[config.mk]
export PLATFORM = sky130hd
export DESIGN_NAME = dmem_arbiter
export DESIGN_NICKNAME = d
export VERILOG_FILES = /design/src/rtl/dmem_arb_pkg.sv /design/src/rtl/dmem_arb_age_ctr.sv /design/src/rtl/dmem_arbiter.sv
export SDC_FILE = /design/constraint.sdc
export NUM_CORES = 1
export LEC_CHECK = 0
export ABC_AREA = 0
export BUFFER_PORTS_ARGS = -buffer_cell sky130_fd_sc_hd__buf_2
export CAP_MARGIN = 30
export CORE_AREA = 2 2 135 137
export DETAILED_ROUTE_END_ITERATION = 6
export DIE_AREA = 0 0 137 139
export HOLD_SLACK_MARGIN = 0.06
export SETUP_SLACK_MARGIN = 0.5
export SYNTH_ARGS = -nofsm -noshare
export SYNTH_HDL_FRONTEND = slang
export SYNTH_SLANG_ARGS = --single-unit
export TNS_END_PERCENT = 20
[constraint.sdc]
create_clock -name clk -period 2.35 [get_ports clk]
set_clock_uncertainty 0.2 [all_clocks]
set_input_delay 0.235 -clock clk [delete_from_list [all_inputs] [get_ports clk]]
set_output_delay 0.235 -clock clk [all_outputs]
set_load 0.02 [all_outputs]
[src/rtl/dmem_arb_pkg.sv]
// Shared types and defaults for the data-memory arbiter between the load/store
// unit (port 0) and the debug/loader port (port 1).
package dmem_arb_pkg;

    typedef enum logic {
        ARB_NORM = 1'b0,
        ARB_AGED = 1'b1
    } arb_state_e;

    localparam int PORT_CORE = 0;
    localparam int PORT_DBG  = 1;

    localparam int DEF_ADDR_W   = 32;
    localparam int DEF_DATA_W   = 32;
    localparam int DEF_STRB_W   = DEF_DATA_W / 8;
    localparam int DEF_MAX_WAIT = 8;

    // Bits needed to hold the values 0..max_val inclusive.
    function automatic int cnt_width(input int max_val);
        return (max_val < 1) ? 1 : $clog2(max_val + 1);
    endfunction

endpackage

[src/rtl/dmem_arb_age_ctr.sv]
// Starvation guard for port 1: saturating wait counter plus NORM/AGED state.
// 'aged' hands priority to port 1 until it is granted or withdraws its request.
module dmem_arb_age_ctr
    import dmem_arb_pkg::*;
#(
    parameter int MAX_WAIT = DEF_MAX_WAIT
) (
    input  logic clk,
    input  logic rst_n,
    input  logic p1_req,
    input  logic p1_gnt,
    output logic aged
);

    localparam int                CNT_W   = cnt_width(MAX_WAIT);
    localparam logic [CNT_W-1:0]  CNT_MAX = CNT_W'(MAX_WAIT);
    localparam logic [CNT_W-1:0]  CNT_AGE = CNT_W'(MAX_WAIT - 1);

    arb_state_e       state;
    logic [CNT_W-1:0] wait_cnt;
    logic             starved;

    assign starved = p1_req && !p1_gnt;

    // NOTE: state updates use non-blocking assignments so every register in this
    // block samples the pre-edge values, independent of statement order.
    always_ff @(posedge clk or negedge rst_n) begin
        if (!rst_n) begin
            state    <= ARB_NORM;
            wait_cnt <= '0;
        end else begin
            if (!starved)
                wait_cnt <= '0;
            else if (wait_cnt != CNT_MAX)
                wait_cnt <= wait_cnt + 1'b1;

            case (state)
                ARB_NORM: if (starved && wait_cnt == CNT_AGE) state <= ARB_AGED;
                ARB_AGED: if (p1_gnt || !p1_req)              state <= ARB_NORM;
                default:                                      state <= ARB_NORM;
            endcase
        end
    end

    assign aged = (state == ARB_AGED);

endmodule

[src/rtl/dmem_arbiter.sv]
// Two-port arbiter in front of the synchronous-read data_mem; port 0 has fixed
// priority with aging for port 1. Define DMEM_ARB_RR_EN for strict round-robin.
module dmem_arbiter
    import dmem_arb_pkg::*;
#(
    parameter int ADDR_W   = DEF_ADDR_W,
    parameter int DATA_W   = DEF_DATA_W,
    parameter int STRB_W   = DEF_STRB_W,
    parameter int MAX_WAIT = DEF_MAX_WAIT
) (
    input  logic              clk,
    input  logic              rst_n,

    input  logic              p0_req,
    input  logic              p0_we,
    input  logic [ADDR_W-1:0] p0_addr,
    input  logic [DATA_W-1:0] p0_wdata,
    input  logic [STRB_W-1:0] p0_wstrb,
    output logic              p0_gnt,
    output logic              p0_rvalid,
    output logic [DATA_W-1:0] p0_rdata,

    input  logic              p1_req,
    input  logic              p1_we,
    input  logic [ADDR_W-1:0] p1_addr,
    input  logic [DATA_W-1:0] p1_wdata,
    input  logic [STRB_W-1:0] p1_wstrb,
    output logic              p1_gnt,
    output logic              p1_rvalid,
    output logic [DATA_W-1:0] p1_rdata,

    output logic              mem_re,
    output logic              mem_we,
    output logic [ADDR_W-1:0] mem_raddr,
    output logic [ADDR_W-1:0] mem_waddr,
    output logic [DATA_W-1:0] mem_wdata,
    output logic [STRB_W-1:0] mem_wstrb,
    input  logic [DATA_W-1:0] mem_rdata
);

    localparam logic OWN_CORE = 1'(PORT_CORE);
    localparam logic OWN_DBG  = 1'(PORT_DBG);

    logic p0_first;   // port 0 wins if both request this cycle

`ifdef DMEM_ARB_RR_EN
    logic last_gnt;   // index of the port granted most recently

    always_ff @(posedge clk or negedge rst_n) begin
        if (!rst_n)
            last_gnt <= OWN_DBG;
        else if (p0_gnt)
            last_gnt <= OWN_CORE;
        else if (p1_gnt)
            last_gnt <= OWN_DBG;
    end

    assign p0_first = (last_gnt == OWN_DBG);
`else
    logic aged;

    dmem_arb_age_ctr #(
        .MAX_WAIT (MAX_WAIT)
    ) u_age_ctr (
        .clk    (clk),
        .rst_n  (rst_n),
        .p1_req (p1_req),
        .p1_gnt (p1_gnt),
        .aged   (aged)
    );

    assign p0_first = !aged;
`endif

    // NOTE: every output of a combinational block gets a default first, so no
    // path through the if/else leaves a signal unassigned and infers a latch.
    always_comb begin
        p0_gnt = 1'b0;
        p1_gnt = 1'b0;
        if (rst_n) begin
            if (p0_req && (p0_first || !p1_req))
                p0_gnt = 1'b1;
            else if (p1_req)
                p1_gnt = 1'b1;
        end
    end

    logic              sel_we;
    logic [ADDR_W-1:0] sel_addr;
    logic              any_gnt;

    assign any_gnt  = p0_gnt || p1_gnt;
    assign sel_we   = p1_gnt ? p1_we   : p0_we;
    assign sel_addr = p1_gnt ? p1_addr : p0_addr;

    always_comb begin
        mem_re    = 1'b0;
        mem_we    = 1'b0;
        mem_raddr = '0;
        mem_waddr = '0;
        mem_wdata = '0;
        mem_wstrb = '0;
        if (any_gnt) begin
            if (sel_we) begin
                mem_we    = 1'b1;
                mem_waddr = sel_addr;
                mem_wdata = p1_gnt ? p1_wdata : p0_wdata;
                mem_wstrb = p1_gnt ? p1_wstrb : p0_wstrb;
            end else begin
                mem_re    = 1'b1;
                mem_raddr = sel_addr;
            end
        end
    end

    // Read return: one pending slot is enough because data_mem answers next cycle.
    logic rd_pending;
    logic rd_owner;

    always_ff @(posedge clk or negedge rst_n) begin
        if (!rst_n) begin
            rd_pending <= 1'b0;
            rd_owner   <= OWN_CORE;
        end else begin
            rd_pending <= mem_re;
            if (mem_re)
                rd_owner <= p1_gnt ? OWN_DBG : OWN_CORE;
        end
    end

    assign p0_rvalid = rd_pending && (rd_owner == OWN_CORE);
    assign p1_rvalid = rd_pending && (rd_owner == OWN_DBG);
    assign p0_rdata  = mem_rdata;
    assign p1_rdata  = mem_rdata;

endmodule

== After elaboration in Yosys (flattened, before gate mapping) ==
Cells that the tools add are included.
Cells by class
  $add $sub $neg: 1
  equal/unequal tests: 3
  muxes and demuxes: 27
  bitwise operators: 2
  reduce and logical (&&, ||, !) cells: 11
Operators by type and width (count)
  $mux 32: 8
  $mux 4: 5
  $mux 1: 13
  $logic_and 1x1->1: 5
  $add 4x1->4 const B: 1
  $eq 4x3->1 const B: 1
  $ne 4x4->1 const B: 1
  $logic_not 1->1: 3
  $logic_or 1x1->1: 3
  $ne 2x2->1 const B: 1
  $not 1->1: 2
  $pmux 1 s2: 1
Word-level totals
  flip-flop bits (word level): 7
  input bits: 174
  word-level logic and storage cells: 48

== Depth between registers and ports, before layout ==
Gate-level depths: netlist of the first run.
  word-level depth: 10
  gate-level depth with buffers: 6

== Modules after synthesis ==
Synthesis of the first run repeated with hierarchy kept, for this count alone.
Unflattened totals
  cell total of the unflattened synthesis: 393
  area total of the unflattened synthesis: 2632.5 sq um
By module, submodules not included
  dmem_arbiter: times used 1, cells each 369, area an instance 2372.3 sq um, seq. area each 50.0 sq um
  dmem_arb_age_ctr: times used 1, cells each 24, area an instance 260.2 sq um, seq. area each 125.1 sq um

== Least setup slack after synthesis of the first run ==
No wires, ideal clock.
  path type: register to output
  from: reg u_age_ctr.state (netlist: u_age_ctr.aged)
  to: out mem_wdata[22]
  data arrival time: 1.602 ns
  data required time: 1.915 ns
  setup slack: 0.313 ns
  cell stages (with the launch flop): 7
  path buffers: 3
  path through: dfrtp_1 -> nand2b_1 -> buf_2 -> a32oi_1 -> buf_4 -> buf_4 -> a211oi_1
On the way
  longest elaborated chain between the ends: 8
  elaborated cells on any way between the ends: 12
  classes of those cells: 8 x mux; 4 x reduce/logical
RTL lines
  from (decl): line dmem_arb_age_ctr.sv:19  | arb_state_e state;
  from (signal assigned): line dmem_arb_age_ctr.sv:29  | state <= ARB_NORM;
  from (signal assigned): line dmem_arb_age_ctr.sv:38  | ARB_NORM: if (starved && wait_cnt == CNT_AGE) state <= ARB_AGED;
  from (signal assigned): line dmem_arb_age_ctr.sv:39  | ARB_AGED: if (p1_gnt || !p1_req) state <= ARB_NORM;
  $logic_not 1->1 *: line dmem_arbiter.sv:72  | assign p0_first = !aged;
  $logic_or 1x1->1 *: line dmem_arbiter.sv:81  | if (p0_req && (p0_first || !p1_req))
  $logic_and 1x1->1 *: line dmem_arbiter.sv:81
  $mux 1: line dmem_arbiter.sv:81
  $mux 1: line dmem_arbiter.sv:80  | if (rst_n) begin
  $mux 32 / $mux 1 (equally long branches): line dmem_arbiter.sv:107, dmem_arbiter.sv:93
  $mux 32: line dmem_arbiter.sv:104  | if (sel_we) begin
  $mux 32 *: line dmem_arbiter.sv:103  | if (any_gnt) begin
  to (decl): line dmem_arbiter.sv:36  | output logic [DATA_W-1:0] mem_wdata,
Every way passes the cells marked *; elsewhere a longest branch is shown, timed or not.

== Final worst setup path of the first run ==
  from: reg u_age_ctr.state (netlist: u_age_ctr.aged)
  to: out mem_wdata[27]
Same word-level chain as after synthesis.

==> results of run 1 <==
==> how the worst max path moves through the flow <==
stage                               from            end  slack, ps  cells after the start
final                     u_age_ctr.aged  mem_wdata[27]        170                      6
after global placement    u_age_ctr.aged  mem_waddr[29]        240                      6
after global routing      u_age_ctr.aged  mem_waddr[31]         80                      5
after floorplan           u_age_ctr.aged  mem_wdata[22]        310                      6
after detailed placement  u_age_ctr.aged  mem_waddr[29]        230                      6
after CTS                 u_age_ctr.aged   mem_wdata[9]        170                      6
==> per-stage QoR <==
step | instance area [um2] | hold slack [ps] | utilization | setup slack (ps) | cells
finish | 4160 | 270 | 0.236 | 169 | 789
detailed placement | 3730 | -1.62 | 0.211 | 230 | 775
CTS | 4000 | 270 | 0.227 | 168 | 788
floorplan | 2620 | -261 | - | 313 | 395
global route | 4160 | 270 | 0.236 | 82.4 | 789
global placement | 3730 | -6.60 | 0.211 | 241 | 775
==> worst max-delay path, stage by stage, from the launching register on <==
cell       delay (ps)
dfrtp_2           440
nand2b_4          190
a32oi_4           330
buf_6             180
clkbuf_16         150
a211oi_1           40
buf_2             160
==> cells by family (layout without fill, tap and decap cells) <==
kind of cell / count (synthesis) / in the layout / share of synthesized area
flip-flops: 7 / 7 / 0.0684
XOR/XNOR: 2 / 2 / 0.00684
AO/OA/AOI/OAI: 174 / 174 / 0.443
AND/OR/NAND/NOR: 89 / 89 / 0.176
buffers and inverters: 120 / 285 / 0.292
adder cells (fa/ha/maj): 2 / 2 / 0.00977
multiplexers: 1 / 1 / 0.00391
==> per-layer routing <==
| layer | track usage | vias to the layer above |
|---|---|---|
| li1 | - | 1759 |
| met1 | 0.149 | 1768 |
| met2 | 0.224 | 197 |
| met3 | 0.0164 | 47 |
| met4 | 0.0581 | 0 |
| met5 | 0 | - |
==> cell usage after synthesis <==
library cell | number | area share
nand3_1 | 69 | 0.13
a211oi_1 | 68 | 0.20
o21ai_0 | 68 | 0.13
buf_4 | 66 | 0.19
a22oi_1 | 32 | 0.094
clkbuf_1 | 31 | 0.045
buf_2 | 14 | 0.027
dfrtp_1 | 7 | 0.068
nor2_1 | 6 | 0.0088
buf_6 | 4 | 0.018
and2_1 | 3 | 0.0073
inv_1 | 3 | 0.0044
nand2_1 | 3 | 0.0044
nand3b_1 | 3 | 0.0088
ha_1 | 2 | 0.0098
nand2b_1 | 2 | 0.0049
nor2b_1 | 2 | 0.0049
xnor2_1 | 2 | 0.0068
a21bo_1 | 1 | 0.0039
a21boi_1 | 1 | 0.0029
a21oi_1 | 1 | 0.0020
a31oi_1 | 1 | 0.0024
a32oi_1 | 1 | 0.0034
clkbuf_2 | 1 | 0.0020
clkinv_1 | 1 | 0.0015
mux2i_1 | 1 | 0.0039
o21ai_1 | 1 | 0.0020
or3_1 | 1 | 0.0024
==> power groups by stage <==
stage	clock network, uW	logic, uW	registers [uW]
detailed placement	0	640	136
floorplan	0	505	134
finish	290	719	135
global placement	0	637	136
CTS	298	688	135
global route	307	773	136
==> registers in the layout, summed over array words and instances, names as in the netlist <==
| register | flops |
|---|---|
| u_age_ctr.wait_cnt | 4 |
| rd_pending | 1 |
| u_age_ctr.aged | 1 |
| rd_owner | 1 |
==> what timing repair did <==
action,CTS,global route
resized for setup,29,37
cloned,1,1
hold buffers,1,0
endpoints found under the setup margin,102,102
endpoints found under the hold margin,7,0
buffers inserted,7,0
pin swaps,2,0
==> area by class of cell <==
type	instances	area share
repair buffers	277	0.418
flip-flops and latches	7	0.0424
well taps	229	0.0688
clock buffers	4	0.0189
multi-input cells	268	0.448
inverters	4	0.00361
==> impl_metrics.ini, run 1 <==
[status]
status = complete, no violations

[placed_design]
hpwlAfterDp_um = 9760
gp_congestion = 0.746
port_buffers = 247

[layout]
layout_commonest_cell = buf_2
area_growth_pct = 62.7
regArea_um2 = 176
drive_above_1_share = 0.577
nets = 737
multiInputGateArea_um2 = 1870
layout_common_cells = buf_2, nand3_1, o21ai_0
n_antenna_cell = 0
nFillCells = 1979

[logic_synthesis]
syn_inst = 395
yosys_warnings = 0
synth.distinct_cells = 28
synth_nets = 571
seq_area_frac_synth = 0.0684
synth_area_um2 = 2560
synth_area_per_cell_um2 = 6.48
synth_seq_cells = 7

[sta]
setup_violations = 0
period_share = 0.928
worst_pin_slew_ps = 566
slew_viol_final = 0
finalCriticalPeriod_ps = 2180
maxSlewHeadroom = 0.619
fmax_ghz = 0.458
hold_violations = 0
rsz0062_at_grt = yes
tns_ps = 0

[power]
powerDensity_nw_per_um2 = 275
p_comb_frac = 0.629
ir_worst_vdd_mv = 0.160
p_leak_uw = 0.00187
seqPwrFrac = 0.118
switching_share = 0.427
intPower_uw = 656
p_sw_uw = 488
clockPowerShare = 0.253
total_power_uw = 1140

[route]
vias = 3771
postRouteAntennaNets = 0
met2WireLength_um = 6400
via_per_inst = 4.78
drc_errors = 0
dr.pass1.iters = 4
highest_layer = met4
wl_per_cell_um = 16.6
wl_met3_um = 899
drt_iter0_markers = 211
wl_met1_um = 5300
finalWirelength_um = 13100

[global_route]
grt_use_total = 0.126
global_route.overflow_total = 0
grt_pass1_wl_um = 19400
grt_pass1_vias = 3597
antenna_found_initial = 0
grt_max_degree = 42

[floorplanning]
core-area_um2 = 17700
ios = 344
start_util = 0.145
die_x_um = 137
dieArea_um2 = 19000
rows = 49
die_y_um = 139

[worst_setup_path]
worstReg2RegEnd = u_age_ctr.aged
worst-path-max-fanout = 8
cp-start-kind = flip-flop
r2r_slack_ps = 770
r2r-start = u_age_ctr.aged
arrival_ps = 1750
worstPathRequired_ps = 1910
end_kind = output port
r2r.worst_path.cells = 4
critPathKind = reg2out

[run]
drv_cap = 0

[clock_tree]
clk_latency_ps = 230
cts-root-buf = clkbuf_16
cts_tree = yes
clk_pin_slew_ps = 30
cts.sinks = 7
h-tree-depth = 1
clk_path_buf_depth = 2
numCtsBuffers = 3

[hold_path]
hold_depth = 0
holdPathEnd = p0_rdata[15]
hp-start = mem_rdata[15]
hp-class = in2out
Power figures use the tool's default switching activity.
==> run 2: changes to the inputs <==
--- a/config.mk
+++ b/config.mk
@@ -12,7 +12,7 @@
 export DETAILED_ROUTE_END_ITERATION = 6
 export DIE_AREA = 0 0 137 139
 export HOLD_SLACK_MARGIN = 0.06
-export SETUP_SLACK_MARGIN = 0.5
+export SETUP_SLACK_MARGIN = 0.15
 export SYNTH_ARGS = -nofsm -noshare
 export SYNTH_HDL_FRONTEND = slang
 export SYNTH_SLANG_ARGS = --single-unit
==> impl_metrics.ini, run 2 (synthesis results as in run 1) <==
[status]
status = complete, no violations

[floorplanning]
die_y_um = 139
dieArea_um2 = 19000
core-area_um2 = 17700
ios = 344
rows = 49
die_x_um = 137
start_util = 0.145

[worst_setup_path]
crit_chain = a21boi_2 -> nand3b_1 -> buf_6 -> a22oi_1 -> buf_2
crit_slowest_cell = dfrtp_2
worstPathRequired_ps = 1910
slowest_delay_ps = 440
r2r.worst_path.cells = 4
critPathBufInv = 2
critPathKind = reg2out
worst-path-max-fanout = 33
arrival_ps = 1790
cp.depth = 5
cp-start-kind = flip-flop
end_kind = output port
worst_path_dominant_cell_family = compound AO/OA/AOI/OAI gates

[route]
dr.pass1.iters = 4
via_per_inst = 4.77
drc_errors = 0
drt_iter0_markers = 240
postRouteAntennaNets = 0
wl_per_cell_um = 16.1
finalWirelength_um = 12600
vias = 3719

[sta]
hold_violations = 0
maxSlewHeadroom = 0.648
slew_viol_final = 0
finalCriticalPeriod_ps = 2230
holdWs_ps = 270
fmax_ghz = 0.449
rsz0062_at_grt = yes
period_share = 0.948
tns_ps = 0
worst_pin_slew_ps = 523
setup_violations = 0

[power]
total_power_uw = 1070
p_leak_uw = 0.00178
ir_worst_vdd_mv = 0.165
powerDensity_nw_per_um2 = 279

[global_route]
grt_max_degree = 42
global_route.overflow_total = 0
grt_pass1_vias = 3355
grt_pass1_wl_um = 17100
grt_use_met2 = 0.217
use_met3 = 0.0157
antenna_found_initial = 0
busiest_layer = met2
use_met1 = 0.116
grt_use_total = 0.112

[placed_design]
hpwlAfterDp_um = 9140
port_buffers = 247
gp_congestion = 0.803
placed_area_um2 = 3580

[clock_tree]
clk_path_buf_depth = 2
h-tree-depth = 1
clk_latency_ps = 230
cts_tree = yes
cts.sinks = 7
cts-root-buf = clkbuf_16
clk_pin_slew_ps = 40
numCtsBuffers = 3

[layout]
layout_common_cells = buf_2, nand3_1, a211oi_1
layout_commonest_cell = buf_2
n_antenna_cell = 0
drive_above_1_share = 0.512
largest_reg_flops = 4
area_growth_pct = 49.9
top_register = u_age_ctr.wait_cnt
nFillCells = 1998
fin_area_um2 = 3840
nets = 728

[hold_path]
hold_depth = 0
hp-class = in2out

[run]
drv_cap = 0
[run 2: cell count changes in the layout (fill, tap and decap cells not counted), sizes merged]
cell | before | now
buf | 275 | 264
clkbuf | 5 | 7
[run 2: area by class of cell]
cell class | instances | area (um2) | area share
tap | 229 | 287 | 0.0747
sequential | 7 | 176 | 0.0460
timing repair buffer | 268 | 1580 | 0.412
multi-input combinational | 268 | 1700 | 0.443
inverter | 4 | 15.0 | 0.00391
clock buffer | 4 | 78.8 | 0.0205
[run 2: routing by layer]
metal	part of all wire	vias to the layer above
met3	0.073	55
met1	0.37	1732
li1	-	1740
met5	0	-
met4	0.033	0
met2	0.52	192
[run 2: through the flow]
step	utilization	std cells	setup slack (ps)
after floorplan	-	395	313
after global placement	0.203	771	245
after detailed placement	0.203	771	254
after CTS	0.210	776	135
after global routing	0.217	780	54.9
final	0.217	780	122
[run 2: path summary, 6_finish.rpt]
| check | start | endpoint | slack, ps |
|---|---|---|---|
| max in group asynchronous | rst_n | u_age_ctr.aged | 1270 |
| setup reg to reg | u_age_ctr.aged | rd_owner | 720 |
| hold reg to reg | rd_owner | rd_owner | 300 |
| setup / recovery | u_age_ctr.aged | mem_raddr[0] | 120 |
| min in group asynchronous | rst_n | u_age_ctr.wait_cnt[3] | 420 |
| hold / removal | mem_rdata[1] | p1_rdata[1] | 270 |
[run 2: timing repair]
action / CTS / global route
resized for setup: 12 / 11
endpoints found under the setup margin: 75 / 72
buffers inserted: 0 / 1
pin swaps: 1 / 4
hold buffers: 1 / 0
endpoints found under the hold margin: 7 / 0
cloned: 0 / 3
[run 2: power breakdown]
group,leakage (uW),total [uW],switching [uW],internal [uW]
Clock,0.0000382,285,59.7,225
Combinational,0.00165,651,391,260
Sequential,0.0000921,134,6.07,128
Total,0.00178,1070,456,614
[run 2: worst reg2reg max path, stage by stage, from the launching register on]
cell and delay [ps]:
dfrtp_2 440, a21boi_2 240, nand3b_1 180, buf_6 240, a21bo_1 220
